<file path="config.mk">
export PLATFORM = sky130hd
export DESIGN_NAME = pc_fetch_sequencer
export DESIGN_NICKNAME = d
export VERILOG_FILES = /design/src/rtl/pc_fetch_sequencer.sv
export SDC_FILE = /design/constraint.sdc
export NUM_CORES = 1
export LEC_CHECK = 0
export ABC_AREA = 1
export BUFFER_PORTS_ARGS = -buffer_cell sky130_fd_sc_hd__buf_2
export CORE_UTILIZATION = 44
export CTS_CLUSTER_SIZE = 25
export DETAILED_ROUTE_END_ITERATION = 10
export MAX_ROUTING_LAYER = met4
export PLACE_DENSITY_LB_ADDON = 0.12
export SYNTH_ARGS = -nofsm -noshare
export SYNTH_HDL_FRONTEND = slang
export SYNTH_SLANG_ARGS = --single-unit
</file>
<file path="constraint.sdc">
create_clock -name clk -period 3.3 [get_ports clk]
set_input_delay 0.66 -clock clk [delete_from_list [all_inputs] [get_ports clk]]
set_output_delay 0.66 -clock clk [all_outputs]
set_load 0.005 [all_outputs]
</file>
<file path="src/rtl/pc_fetch_sequencer.sv">
// Purpose : owns the RV32 program counter, runs the single-outstanding imem
//           fetch handshake and picks the next PC when the presented
//           instruction retires.
// Latency : request in cycle n with same-cycle ack -> inst_valid in cycle n+1.
//           Zero-wait throughput is one instruction per 2 cycles.
// Backpressure: stall holds the presented instruction, the PC and any
//           redirect or trap request. imem_req stays up with a stable address
//           until imem_ack arrives.
//
// Ports:
//   clk, reset                     clock, async active-high reset
//   stall                          decode/execute not ready
//   redirect_valid, redirect_pc    branch/jump target for presented inst
//   trap_valid, trap_vector        exception/ecall and handler address
//   imem_req, imem_addr            fetch request and address (== pc)
//   imem_ack, imem_rdata           fetch response
//   inst_valid, inst, inst_pc      instruction presented to decode
//   pc                             current fetch PC
//   misalign_trap                  one-cycle pulse on misaligned redirect
module pc_fetch_sequencer #(
  parameter int               WIDTH        = 32,
  parameter logic [WIDTH-1:0] RESET_VECTOR = '0
) (
  input  logic             clk,
  input  logic             reset,
  input  logic             stall,
  input  logic             redirect_valid,
  input  logic [WIDTH-1:0] redirect_pc,
  input  logic             trap_valid,
  input  logic [WIDTH-1:0] trap_vector,
  output logic             imem_req,
  output logic [WIDTH-1:0] imem_addr,
  input  logic             imem_ack,
  input  logic [31:0]      imem_rdata,
  output logic             inst_valid,
  output logic [31:0]      inst,
  output logic [WIDTH-1:0] inst_pc,
  output logic [WIDTH-1:0] pc,
  output logic             misalign_trap
);

  typedef enum logic [1:0] {
    BOOT  = 2'd0,
    FETCH = 2'd1,
    ISSUE = 2'd2
  } state_t;

  state_t state;

  assign imem_addr = pc;

  // imem_req and inst_valid are registered copies of (state == FETCH) and
  // (state == ISSUE); they change on the same edges as the state register.
  always_ff @(posedge clk or posedge reset) begin
    if (reset) begin
      state         <= BOOT;
      pc            <= RESET_VECTOR;
      imem_req      <= 1'b0;
      inst_valid    <= 1'b0;
      misalign_trap <= 1'b0;
      inst          <= '0;
      inst_pc       <= '0;
    end else begin
      // misalign_trap is a pulse: it is only raised in the cycle
      // immediately following the retire that caused it.
      misalign_trap <= 1'b0;
      case (state)
        BOOT: begin
          // Any ack still in flight from before reset is dropped here.
          state    <= FETCH;
          imem_req <= 1'b1;
        end
        FETCH: begin
          if (imem_ack) begin
            inst       <= imem_rdata;
            inst_pc    <= pc;
            imem_req   <= 1'b0;
            inst_valid <= 1'b1;
            state      <= ISSUE;
          end
        end
        ISSUE: begin
          // Acks seen here are spurious; nothing is outstanding.
          if (!stall) begin
            inst_valid <= 1'b0;
            imem_req   <= 1'b1;
            state      <= FETCH;
            if (trap_valid) begin
              pc <= trap_vector;
            end else if (redirect_valid && (redirect_pc[1:0] != 2'b00)) begin
              pc            <= trap_vector;
              misalign_trap <= 1'b1;
            end else if (redirect_valid) begin
              pc <= redirect_pc;
            end else begin
              pc <= pc + WIDTH'(4);
            end
          end
        end
        default: begin
          state      <= BOOT;
          imem_req   <= 1'b0;
          inst_valid <= 1'b0;
        end
      endcase
    end
  end

endmodule

</file>
Word-level counts from Yosys, hierarchy flattened
Cells that the tools add are included.
{ "totals": {"reg_bits": 101, "latchBits": 0, "mem_bits_rw": 0, "romBits": 0, "input_bits": 102, "output_inout_bits": 131, "wordCells": 37, "mem_count": 0} }
{ "op_classes": {"add_sub_neg": 1, "multipliers": 0, "n_div": 0, "n_lt_le_gt_ge": 0, "n_eq_ne": 4, "n_shift": 0, "mux": 16, "bitwise": 2, "n_reduce_logical": 7} }
{ "ops": {"columns": ["operator", "n"], "rows": [
  ["$mux W32", 3],
  ["$add A32 B3 Y32 const B", 1],
  ["$mux W1", 8],
  ["$pmux W1 S3", 2],
  ["$pmux W2 S3", 1],
  ["$reduce_and A2 Y1", 3],
  ["$mux W2", 2],
  ["$ne A2 B2 Y1 const B", 2],
  ["$reduce_and A3 Y1", 1],
  ["$eq A2 B1 Y1 const B", 1],
  ["$eq A2 B2 Y1 const B", 1],
  ["$logic_not A2 Y1", 1],
  ["$not A1 Y1", 2],
  ["$reduce_bool A2 Y1", 1],
  ["$logic_and A1 B1 Y1", 1]
]} }

Logic depth before layout (Yosys ltp)
Gate-level depths: netlist of the first run.
{ "logic_depth": {"word_depth": 6, "ltp_mapped": 11, "ltp_nobuf": 11} }

Worst setup path before layout of the first run
Ideal clock, no wire load.
{ "synth_timing": {"path_kind": "in2reg", "start": "input port redirect_valid", "end": "register pc[14], in the netlist imem_addr[14]", "setup_ns": 0.126, "arrival_ns": 1.550, "required_time_ns": 3.174, "slack_ns": 1.624, "cell_stages": 7, "n_path_buf": 3, "path_cell_list": "buf_4 o21ai_1 nand2_1 buf_4 buf_2 a211oi_1 a21oi_1"} }
{ "synth_via": {"elab_chain_cells": 3, "elab_cells_between_ends": 4, "classes_between": "3 x mux; 1 x reduce/logical"} }
{ "synth_rtl": {"columns": ["item", "line", "text"], "rows": [
  ["from (decl)", "27", "input logic redirect_valid,"],
  ["$mux W32 / $logic_and A1 B1 Y1 (equally long branches)", "93, 90", null],
  ["$mux W32 *", "90", "end else if (redirect_valid && (redirect_pc[1:0] != 2'b00)) begin"],
  ["$mux W32 *", "88", "if (trap_valid) begin"],
  ["to (signal assigned)", "89", "pc <= trap_vector;"],
  ["to (signal assigned)", "91", "pc <= trap_vector;"],
  ["to (signal assigned)", "94", "pc <= redirect_pc;"],
  ["to (decl)", "38", "output logic [WIDTH-1:0] pc,"]
]} }
Every way passes the cells marked *; elsewhere a longest branch is shown, timed or not.
A chain may end at the register's enable or synchronous reset.

Final worst setup path of the first run
{ "layout_timing": {"start": "input port redirect_valid", "end": "register pc[4], in the netlist imem_addr[4]"} }
The elaborated chain is that of the path after synthesis.

==> results of run 1 <==
cell families after synthesis:
family                     count (synthesis)  share of synthesized area
adders and majority gates                  1                    0.00230
xor gates and xnor gates                   5                    0.00807
and+or+nand+nor                          393                      0.297
buffers and inverters                    111                      0.111
AOI/OAI and AO/OA                        123                      0.120
DFF                                      100                      0.461
report_power, final:
group	internal, mW	switching (mW)	total (mW)
registers	1.82	0.606	2.42
logic	1.09	1.47	2.56
clock network	0.690	0.472	1.16
flip-flops by register name (all words and copies together) (netlist names):
signal         count
imem_addr         32
inst              32
inst_pc           32
inst_valid         1
misalign_trap      1
state              2
cells in the final DEF, fill, tap and decap left out, types with 8 or more instances in the layout:
cell,count
nor2_2,8
nand3_1,38
o21ai_0,52
a21oi_1,48
nand2_1,234
nor2_1,97
inv_1,43
buf_2,232
clkbuf_16,9
dfrtp_1,100
metal layers:
metal / part of all wire / vias up / routed length, um / GRT usage
met2: 0.46 / 206 / 7130 / 0.402
li1: - / 2686 / - / -
met1: 0.47 / 2454 / 7360 / 0.349
met5: 0 / - / 0 / -
met4: 0.024 / 0 / 370 / 0.104
met3: 0.050 / 26 / 781 / 0.0295
worst max-delay path, cell delays in order:
cell	delay [ns]
buf_2	0.29
o21ai_1	0.14
nand2_1	0.08
buf_4	0.39
clkinv_1	0.38
o211ai_1	0.25
o21ai_0	0.10
final cells by class:
| type | instances | area, um2 |
|---|---|---|
| fill | 1193 | 5270 |
| multi-input combinational | 522 | 2330 |
| clock buffer | 11 | 243 |
| tap | 147 | 184 |
| clock inverter | 5 | 82.6 |
| sequential | 100 | 2500 |
| inverter | 49 | 186 |
| timing repair buffer | 237 | 1210 |
metrics by stage:
stage	hold WS [ns]	utilization
floorplan	0.472	-
global placement	0.456	0.534
detailed placement	0.460	0.534
CTS	0.477	0.561
global route	0.492	0.561
finish	0.452	0.561
worst max path at each step:
stage | startpoint | to | depth (start not counted)
2_1_floorplan | reset | imem_addr[0]$_DFFE_PP0P_ | 1
3_3_place_gp | redirect_valid | imem_addr[3]$_DFFE_PP0P_ | 7
3_5_place_dp | redirect_valid | imem_addr[3]$_DFFE_PP0P_ | 7
4_1_cts | redirect_valid | imem_addr[4]$_DFFE_PP0P_ | 7
5_1_grt | redirect_valid | imem_addr[4]$_DFFE_PP0P_ | 7
6_report | redirect_valid | imem_addr[4]$_DFFE_PP0P_ | 7
==> reports/metrics.csv, run 1 <==
metric,value,unit
maxCapViolations,0,
synth.most_common_cell,nand2_1,
cp_max_fo,48,
clockBufferDepth,2,
synth_top_area_frac,0.461,
dieArea,12800,um2
rsz0062_at_grt,false,
crit_required,3.52,ns
coreArea,12000,um2
ios,233,
fin_crit,2.09,ns
cts_root_buffer,clkbuf_16,
p_per_area,911,nW/um2
synth_ff_type,dfrtp_1,
fin_area,6740,um2
via_per_inst,5.02,
dr_total_vias,5372,
worstPathArrival,2.31,ns
power,6.14,mW
worstMarginPinSlew,0.900,ns
pre_cts_ws,0.822,ns
wl,15600,um
placed_cell_area,6420,um2
post_cts_buffers,0,
grt_pass1_vias,4917,
drc,0,
fin_setup_tns,0,ns
numCtsBuffers,9,
wl_per_cell,14.6,um
cts.repair.resized,0,
netlist_instances,733,
synth_seq_cells,100,
dpl.cell_count,1055,
ff2ff_path_depth,8,
criticalPathCategory,input pin to flop,
nets,1022,
n_antenna_cell,0,
cts_htree_levels,3,
syn_area,5430,um2
groute.usage.overall,0.260,
area_delta_synth_final,24.3,%
hold_path_class,input pin to async pin,
p_leak,3.65,nW
cts.clk_slew.worst_paths,0.07,ns
synth_edf_count,0,
max-slew-margin-rel,0.396,
post-route-period-util,0.635,
synth_area_leaders,"dfrtp_1 (46%), nand2_1 (16%), nor2_1 (6.7%)",
grt_pass1_wl,25000,um
clock-sinks,100,
synth.avg_cell_area,7.40,um2
irDropWorstVdd,416,uV
fin_ws,1.21,ns
drive_gt1_frac,0.299,
tritoncts,built,
fp.dieH,113,um
start_util,0.452,
yosysWarnings,0,
r2r_start,state[0]$_DFFE_PP0P_,
worstSetupStartpointType,input pin,
std_cell_rows,40,
final_hold_viol_count,0,
drtPass1Iterations,5,
drv_slew,0,
setup.worst_path.end_class,flop,
r2r_slack,1.38,ns
synthArstFlopShare,1.00,
netlist_top_cells_count,"nand2_1 (234), dfrtp_1 (100), nor2_1 (97)",
ys_seq_area_frac,0.461,
gp_congestion,0.861,
yosysTopAreaCell,dfrtp_1,
r2r_end,imem_addr[14]$_DFFE_PP0P_,
drt_iter0_markers,357,
status,"complete, no violations",
globalRouteOverflowTotal,0,
setup_viol,0,
final_cells,1071,
fmax,478,MHz
grt_max_degree,96,
dieWidth,113,um
ant_nets,0,
hpwl,11400,um
insertion_delay,0.35,ns
syn_nets,836,
fin_skew,0.00582,ns
grt_antenna_before_repair,0,
synth_cell_types,32,
numPortBuffers,232,
ctsHoldBuffers,0,
Note: power is estimated with default switching activity, not from simulation.
==> inputs of run 2 (changes only) <==
==> constraint.sdc (replaced) <==
create_clock -name clk -period 1.9 [get_ports clk]
set_input_delay 0.38 -clock clk [delete_from_list [all_inputs] [get_ports clk]]
set_output_delay 0.38 -clock clk [all_outputs]
set_load 0.005 [all_outputs]
==> run 2 against run 1 <==
Compared with the run above:
- non-clock buffer count is 12 higher
- die area unchanged
- clock power rose by 53%
- hold slack worse by 0.23 ns
- clock skew is 0.00057 ns higher
- first-iteration DRC count fell by 13%
- utilization is 0.76 points higher
==> reports/metrics.csv, run 2 (synthesis results as in run 1) <==
metric,value,unit,change
coreArea,12000,um2,unchanged
criticalPathCategory,flop to flop,,was input pin to flop
dr_total_vias,5434,,was 5372
cp_cell_sequence,"nand3_1, nor2_1, nand3_1, nand3_1, nand2_1, a21oi_1",,"was buf_2, o21ai_1, nand2_1, buf_4, clkinv_1, o211ai_1, o21ai_0"
std_cell_rows,40,,unchanged
globalRouteOverflowTotal,0,,unchanged
groute.usage.overall,0.268,,was 0.260
fin_ws,0.225,ns,was 1.21 ns
worstMarginPinSlew,0.408,ns,was 0.900 ns
cp_max_fo,9,,was 48
status,"complete, no violations",,unchanged
fin_setup_tns,0,ns,unchanged
gp_congestion,0.909,,was 0.861
ant_nets,0,,unchanged
clock-sinks,100,,unchanged
worstPathArrival,1.95,ns,was 2.31 ns
dieWidth,113,um,unchanged
layout_common_cells,"nand2_1 (234), buf_2 (232), dfrtp_1 (100)",,unchanged
fin_crit,1.67,ns,
grt_antenna_before_repair,0,,unchanged
mostFrequentLayoutCell,nand2_1,,unchanged
fin_skew,0.00639,ns,was 0.00582 ns
numCtsBuffers,9,,unchanged
grt_pass1_wl,26100,um,was 25000 um
drt_iter0_markers,312,,was 357
cp_slowest_stage_delay,0.59,ns,was 0.39 ns
wl,16000,um,was 15600 um
drtPass1Iterations,5,,unchanged
p_per_area,1550,nW/um2,was 911 nW/um2
n_antenna_cell,0,,unchanged
insertion_delay,0.35,ns,about the same
via_per_inst,5.02,,about the same
pre_cts_ws,0.135,ns,was 0.822 ns
cts.repair.resized,0,,unchanged
dieArea,12800,um2,unchanged
utilization,0.569,,was 0.561
min_from,imem_rdata[24],,
fmax,597,MHz,
irDropWorstVdd,584,uV,was 416 uV
cpMostUsedCell,nand3_1,,
ios,233,,unchanged
hold_depth,3,,
drc,0,,unchanged
fillers,1166,,was 1193
tritoncts,built,,unchanged
fp.dieH,113,um,unchanged
area_delta_synth_final,25.9,%,was 24.3%
r2r_slack,0.23,ns,was 1.38 ns
r2r_end,imem_addr[30]$_DFFE_PP0P_,,was imem_addr[14]$_DFFE_PP0P_
worstHoldEndpoint,inst[24]$_DFFE_PP0P_,,
cts_root_buffer,clkbuf_16,,unchanged
grt_pass1_vias,5350,,was 4917
slowest_stage,dfrtp_1,,was buf_4
setup.worst_path.end_class,flop,,unchanged
p_leak,3.69,nW,was 3.65 nW
drv_slew,0,,unchanged
hold_path_class,input pin to flop,,was input pin to async pin
wl_per_cell,14.7,um,was 14.6 um
cts.clk_slew.worst_paths,0.07,ns,about the same
r2r_start,imem_addr[4]$_DFFE_PP0P_,,was state[0]$_DFFE_PP0P_
crit_required,2.17,ns,was 3.52 ns
cts_htree_levels,3,,unchanged
numPortBuffers,232,,unchanged
start_util,0.452,,unchanged
power,10.6,mW,was 6.14 mW
final_hold_viol_count,0,,unchanged
nets,1034,,was 1022
rsz0062_at_grt,false,,unchanged
worstSetupStartpointType,flop,,was input pin
maxCapViolations,0,,unchanged
ff2ff_path_depth,6,,was 8
drive_gt1_frac,0.308,,was 0.299
clockBufferDepth,2,,unchanged
post-route-period-util,0.882,,
max-slew-margin-rel,0.728,,was 0.396
hpwl,11800,um,was 11400 um
grt_max_degree,61,,was 96
setup_viol,0,,unchanged
## run 2: power by group
part / switching (mW) / internal, mW / total (mW)
registers: 0.971 / 3.15 / 4.13
logic: 2.71 / 2.01 / 4.72
clock network: 0.860 / 0.909 / 1.77
## run 2: layout make-up
class,instances,area (um2),share of cell area
flip-flops and latches,100,2500,0.366
multi-input cells,522,2330,0.342
repair buffers,249,1340,0.196
clock buffers,9,225,0.0329
inverters,49,188,0.0275
well taps,147,184,0.0269
clock inverters,7,60.1,0.00879
## run 2: worst max path at each step
stage                               from                         to  slack [ns]  cells after the start
2_1_floorplan                      reset   imem_addr[0]$_DFFE_PP0P_        0.33                      1
3_3_place_gp              redirect_valid   imem_addr[4]$_DFFE_PP0P_        0.23                      7
3_5_place_dp              redirect_valid   imem_addr[3]$_DFFE_PP0P_        0.14                      7
4_1_cts             state[0]$_DFFE_PP0P_   imem_addr[0]$_DFFE_PP0P_        0.19                      7
5_1_grt        imem_addr[17]$_DFFE_PP0P_  imem_addr[30]$_DFFE_PP0P_        0.09                      8
6_report        imem_addr[4]$_DFFE_PP0P_  imem_addr[30]$_DFFE_PP0P_        0.23                      6
## run 2: layer usage
layer / track usage / routed length, um / up-vias
li1: - / - / 2704
met3: 0.0337 / 854 / 31
met4: 0.111 / 399 / 0
met2: 0.440 / 7480 / 201
met1: 0.335 / 7230 / 2498
met5: - / 0 / -
## run 2: repair_timing
item	CTS	global route
hold buffers	1	0
setup buffers	0	0
hold endpoints to repair	9	0
## run 2: through the flow
step / hold WS, ns / std cells / cell area, um2
2_1_floorplan: 0.453 / 733 / 5430
3_3_place_gp: 0.338 / 1066 / 6540
3_5_place_dp: 0.344 / 1066 / 6540
4_1_cts: 0.217 / 1083 / 6840
5_1_grt: 0.229 / 1083 / 6840
6_report: 0.227 / 1083 / 6840
## run 2: worst max-delay path, delay by kind of cell (launching register included)
kind	cells	cell delay, ns
compound gates	1	0.12
flops	1	0.59
simple gates	5	0.90
